### src/rtl/or_gate_arb.sv
// or_gate_arb: round-robin arbiter and one-slot output register.
//
// Collects the per-channel results of the OR-gate stage (NUM channels, BITS
// wide each, each with its own valid/ready) and serialises them onto a single
// registered valid/ready stream tagged with the source channel index.
//
// Parameters:
//   NUM      - number of input channels (2..16)
//   BITS     - data width per channel
//   CNT_BITS - width of the accepted-beat counter (wraps, no saturation)
//
// Ports:
//   clk       - clock, all state on the rising edge
//   rst_n     - asynchronous active-low reset
//   in_data   - channel k at [k*BITS +: BITS]
//   in_valid  - per-channel beat available
//   in_ready  - per-channel beat accepted this cycle (combinational)
//   out_data  - registered data of the selected beat
//   out_src   - channel index the registered beat came from
//   out_valid - output slot holds a beat
//   out_ready - downstream accepts the beat
//   beat_cnt  - accepted input beats since reset
module or_gate_arb #(
  parameter int unsigned NUM      = 4,
  parameter int unsigned BITS     = 32,
  parameter int unsigned CNT_BITS = 16
) (
  input  logic                    clk,
  input  logic                    rst_n,
  input  logic [NUM*BITS-1:0]     in_data,
  input  logic [NUM-1:0]          in_valid,
  output logic [NUM-1:0]          in_ready,
  output logic [BITS-1:0]         out_data,
  output logic [$clog2(NUM)-1:0]  out_src,
  output logic                    out_valid,
  input  logic                    out_ready,
  output logic [CNT_BITS-1:0]     beat_cnt
);

  localparam int unsigned SrcW = $clog2(NUM);

  logic [SrcW-1:0]     ptr_q, ptr_d;
  logic                out_valid_q, out_valid_d;
  logic [BITS-1:0]     out_data_q, out_data_d;
  logic [SrcW-1:0]     out_src_q, out_src_d;
  logic [CNT_BITS-1:0] cnt_q, cnt_d;

  logic [NUM-1:0]  grant;
  logic [SrcW-1:0] gnt_idx;
  logic            gnt_any;
  logic [SrcW:0]   scan_sum;
  logic [SrcW-1:0] scan_idx;
  logic [BITS-1:0] sel_data;
  logic            load_ok;
  logic            accept;

  // Scan from ptr upward with wrap; first valid channel wins. The extra bit
  // in scan_sum holds ptr+i before the modulo-NUM fold.
  always_comb begin
    grant    = '0;
    gnt_idx  = '0;
    gnt_any  = 1'b0;
    scan_sum = '0;
    scan_idx = '0;
    for (int unsigned i = 0; i < NUM; i++) begin
      scan_sum = {1'b0, ptr_q} + (SrcW+1)'(i);
      if (scan_sum >= (SrcW+1)'(NUM)) begin
        scan_sum = scan_sum - (SrcW+1)'(NUM);
      end
      scan_idx = scan_sum[SrcW-1:0];
      if (!gnt_any && in_valid[scan_idx]) begin
        gnt_any         = 1'b1;
        gnt_idx         = scan_idx;
        grant[scan_idx] = 1'b1;
      end
    end
  end

  // grant is one-hot or zero, so an OR of masked lanes is a clean mux.
  always_comb begin
    sel_data = '0;
    for (int k = 0; k < int'(NUM); k++) begin
      if (grant[k]) begin
        sel_data = sel_data | in_data[k*BITS +: BITS];
      end
    end
  end

  assign load_ok = !out_valid_q || out_ready;
  assign accept  = gnt_any && load_ok && rst_n;

  // Held off during reset so no upstream beat is consumed and then dropped.
  assign in_ready = grant & {NUM{load_ok & rst_n}};

  always_comb begin
    ptr_d       = ptr_q;
    out_valid_d = out_valid_q;
    out_data_d  = out_data_q;
    out_src_d   = out_src_q;
    cnt_d       = cnt_q;
    if (accept) begin
      out_valid_d = 1'b1;
      out_data_d  = sel_data;
      out_src_d   = gnt_idx;
      ptr_d       = (gnt_idx == SrcW'(NUM-1)) ? '0 : gnt_idx + 1'b1;
      cnt_d       = cnt_q + 1'b1;
    end else if (out_valid_q && out_ready) begin
      // Drain with nothing new: data/src keep their last values.
      out_valid_d = 1'b0;
    end
  end

  always_ff @(posedge clk or negedge rst_n) begin
    if (!rst_n) begin
      ptr_q       <= '0;
      out_valid_q <= 1'b0;
      out_data_q  <= '0;
      out_src_q   <= '0;
      cnt_q       <= '0;
    end else begin
      ptr_q       <= ptr_d;
      out_valid_q <= out_valid_d;
      out_data_q  <= out_data_d;
      out_src_q   <= out_src_d;
      cnt_q       <= cnt_d;
    end
  end

  assign out_valid = out_valid_q;
  assign out_data  = out_data_q;
  assign out_src   = out_src_q;
  assign beat_cnt  = cnt_q;

endmodule

### config.mk
export PLATFORM = sky130hd
export DESIGN_NAME = or_gate_arb
export DESIGN_NICKNAME = d
export VERILOG_FILES = /design/src/rtl/or_gate_arb.sv
export SDC_FILE = /design/constraint.sdc
export NUM_CORES = 1
export LEC_CHECK = 0
export CAP_MARGIN = 15
export CORE_MARGIN = 2
export CORE_UTILIZATION = 45
export CTS_BUF_LIST = sky130_fd_sc_hd__clkbuf_4
export DETAILED_ROUTE_END_ITERATION = 8
export GPL_ROUTABILITY_DRIVEN = 0
export PLACE_DENSITY = 0.95
export SLEW_MARGIN = 40
export SYNTH_ARGS = -nofsm -noshare
export SYNTH_HDL_FRONTEND = slang
export SYNTH_SLANG_ARGS = --single-unit
### constraint.sdc
create_clock -name clk -period 9 [get_ports clk]
set_clock_uncertainty 0.2 [all_clocks]
set_input_delay 2.7 -clock clk [delete_from_list [all_inputs] [get_ports clk]]
set_output_delay 2.7 -clock clk [all_outputs]
set_load 0.01 [all_outputs]
==> insert_results.sql <==
INSERT INTO impl_metrics (metric_group, metric, value, unit) VALUES
('logic_synthesis', 'synth_cell_types', '44', ''),
('flow_run', 'max-cap-violations', '0', ''),
('logic_synthesis', 'syn_area_per_cell', '8.884', 'µm²'),
('timing', 'setup_repair_after_global_routing_missed_its_margin', 'false', ''),
('final_layout', 'layout_commonest_cell', 'sky130_fd_sc_hd__clkdlybuf4s50_1', ''),
('logic_synthesis', 'synth.yosys.seq_area_share', '35.71', '%'),
('pwr', 'power.switching_fraction', '48.04', '%'),
('pwr', 'p_total', '0.001947', 'W'),
('floorplan', 'initial_utilization', '45.89', '%'),
('critical_path', 'timing_worst_setup_path_type', 'primary input to output port', ''),
('critical_path', 'path_cells', 'clkdlybuf4s50_1 -> mux4_2 -> nor3_4 -> nand3_1 -> o21ai_1 -> buf_4 -> nor2b_1 -> clkdlybuf4s50_1', ''),
('detailed_routing', 'drt_pass1_iterations', '5', ''),
('final_layout', 'n_antenna_cell', '0', ''),
('logic_synthesis', 'syn_area', '3714', 'µm²'),
('clocking', 'htree_levels', '2', ''),
('final_layout', 'final_util', '71.30', '%'),
('pwr', 'power.share.combinational', '71.0', '%'),
('logic_synthesis', 'post-synth-top-area-cell', 'sky130_fd_sc_hd__dfrtp_1', ''),
('logic_synthesis', 'synth_top_flop_cell', 'sky130_fd_sc_hd__dfrtp_1', ''),
('floorplan', 'chipWidth', '94.84', 'µm'),
('critical_path', 'worst-path-buf-inv', '3', ''),
('floorplan', 'chipHeight', '94.84', 'µm'),
('floorplan', 'placement_rows', '33', ''),
('min_path', 'hold_class', 'flop to flop', ''),
('clocking', 'clkTransAtPathRegs', '150', 'ps'),
('place', 'dpl-instance-area', '5677', 'µm²'),
('pwr', 'power.static_leakage', '2.196', 'nW'),
('detailed_routing', 'finalWirelength', '13730', 'µm'),
('clocking', 'tritoncts.num_buffers', '5', ''),
('global_routing', 'via_count_of_the_first_global_routing_pass', '4399', ''),
('detailed_routing', 'wire_per_inst', '19.75', 'µm'),
('clocking', 'cts_hold_buf', '0', ''),
('logic_synthesis', 'synth.mux.area_fraction', '4.616', '%'),
('final_layout', 'layout.cells.most_common_list', '188 x sky130_fd_sc_hd__clkdlybuf4s50_1, 53 x sky130_fd_sc_hd__a22oi_1, 53 x sky130_fd_sc_hd__dfrtp_1', ''),
('critical_path', 'critical_path_peak_fanout', '14', ''),
('detailed_routing', 'drtIter0Drc', '292', ''),
('clocking', 'cts.sink_count', '53', ''),
('logic_synthesis', 'synth_compound_gate_area_share', '33.96', '%'),
('detailed_routing', 'detail_route.drc_violations', '0', ''),
('pwr', 'clockPowerShare', '7.3', '%'),
('critical_path', 'slowest_stage', 'sky130_fd_sc_hd__mux4_2', ''),
('logic_synthesis', 'yosys_warns', '0', ''),
('logic_synthesis', 'yosys_register_bits', '53', ''),
('floorplan', 'core-area', '8093', 'µm²'),
('clocking', 'deepest_clock_path_buffer_count', '2', ''),
('timing', 'timing.max_slew.rel_slack', '50.83', '%'),
('pwr', 'power_density', '337.5', 'nW/µm²'),
('pwr', 'sequentialPowerShare', '21.6', '%'),
('logic_synthesis', 'synth_async_sr_flop_share', '100.0', '%'),
('global_routing', 'grt_max_degree', '54', ''),
('logic_synthesis', 'syn-num-nets', '560', ''),
('place', 'buffer_ports.inserted', '189', ''),
('logic_synthesis', 'post_synth_fa_ha_maj_area_fraction', '2.358', '%'),
('critical_path', 'cp-start-kind', 'primary input', ''),
('outcome', 'status', 'completed', ''),
('global_routing', 'antenna_violations_before_repair', '0', ''),
('timing', 'post-route-period-util', '93.06', '%'),
('clocking', 'post_cts.resized_instances', '0', ''),
('final_layout', 'layout_cell_share_with_drive_strength_beyond_1', '6.102', '%'),
('timing', 'maxClockFrequency', '119.4', 'MHz'),
('logic_synthesis', 'synth_top_cell_area_share', '35.71', '%'),
('clocking', 'clkLatencyLatePin', '370', 'ps'),
('clocking', 'cts_post_setup_buffers_inserted', '0', ''),
('final_layout', 'flow.area_growth_from_synthesis', '55.39', '%'),
('clocking', 'clock_tree.root_cell', 'sky130_fd_sc_hd__clkbuf_4', ''),
('logic_synthesis', 'synth_top_family_by_area', 'compound AO/OA/AOI/OAI gates', ''),
('timing', 'period_minus_slack', '8376', 'ps'),
('timing', 'timing.setup.tns', '0', 'ps'),
('logic_synthesis', 'synth-edff-count', '0', ''),
('final_layout', 'postLayoutCellArea', '5771', 'µm²'),
('critical_path', 'worst-endpoint-required', '6100', 'ps');
==> path summary, 6_finish.rpt <==
| check | start | to | slack [ps] | cells after the start |
|---|---|---|---|---|
| worst max-delay path | in_valid[2] | in_ready[0] | 620 | 8 |
| max in group asynchronous | rst_n | out_data[4] | 5880 | 2 |
| worst max register to register | flop | out_data[7] | 4660 | 9 |
| worst min register to register | out_src[1] | out_src[1] | 300 | 2 |
| min in group asynchronous | rst_n | beat_cnt[10] | 2250 | 2 |
| worst min-delay path | out_src[1] | out_src[1] | 300 | 2 |
==> cell type report <==
cell class / instances / area [µm²]
fillers: 610 / 2322
multi-input cells: 324 / 2226
repair buffers: 201 / 1988
flip-flops and latches: 53 / 1326
well taps: 105 / 131.4
clock buffers: 6 / 45.04
clock inverters: 2 / 38.79
inverters: 4 / 15.01
==> power by group through the flow <==
stage	Clock, W	Combinational (W)	Sequential, W
after detailed placement	0	0.00135	0.000426
after global placement	0	0.00129	0.000420
after global routing	0.000156	0.00149	0.000433
after CTS	0.000145	0.00136	0.000420
final	0.000143	0.00138	0.000421
after floorplan	0	0.000830	0.000441
==> metal layers <==
metal	share of wire [%]	vias to the layer above	wire [µm]	global-route usage [%]
li1	-	1961	-	-
met1	36	2089	4955	34.26
met2	51	306	6977	52.42
met3	10	45	1381	8.061
met4	3.0	0	411	12.08
met5	0	-	0	0
==> registers in the layout, summed over array words and instances (netlist names), named ones only <==
name       count
ptr_q          1
out_valid      1
out_data      32
out_src        2
beat_cnt      16
==> cells in the mapped netlist, drive strengths merged (2+ instances only) <==
library cell and number:
clkbuf 21, dfrtp 53, buf 16, a22oi 53, a211oi 2, nand2b 5, nor2 41, and3 4
inv 4, o22ai 6, a21oi 44, a31oi 14, a221o 12, and4 3, nor3 4, xnor2 15
mux2i 7, nand2 36, or3 2, nor2b 7, o21ai 4, a221oi 31, ha 7, nand4 3
o31ai 2, nand3 8, mux4 4
==> tightest hold or removal path: cells and delay by family, from the launching register on <==
family           cells  cell delay [ps]
and+or+nand+nor      2              100
DFF                  1              370
==> metrics by stage <==
step / std cells / setup slack, ps
2_1_floorplan: 418 / 1671
3_3_place_gp: 685 / 749.9
3_5_place_dp: 687 / 647.4
4_1_cts: 695 / 633.5
5_1_grt: 695 / 459.9
6_report: 695 / 624.5
==> cell families after synthesis <==
| group | after synthesis |
|---|---|
| compound gates | 174 |
| xor+xnor | 16 |
| fa+ha+maj | 7 |
| buf+inv | 41 |
| flops | 53 |
| mux | 12 |
| simple gates | 115 |
No activity file was read; power rests on OpenSTA's default activity.
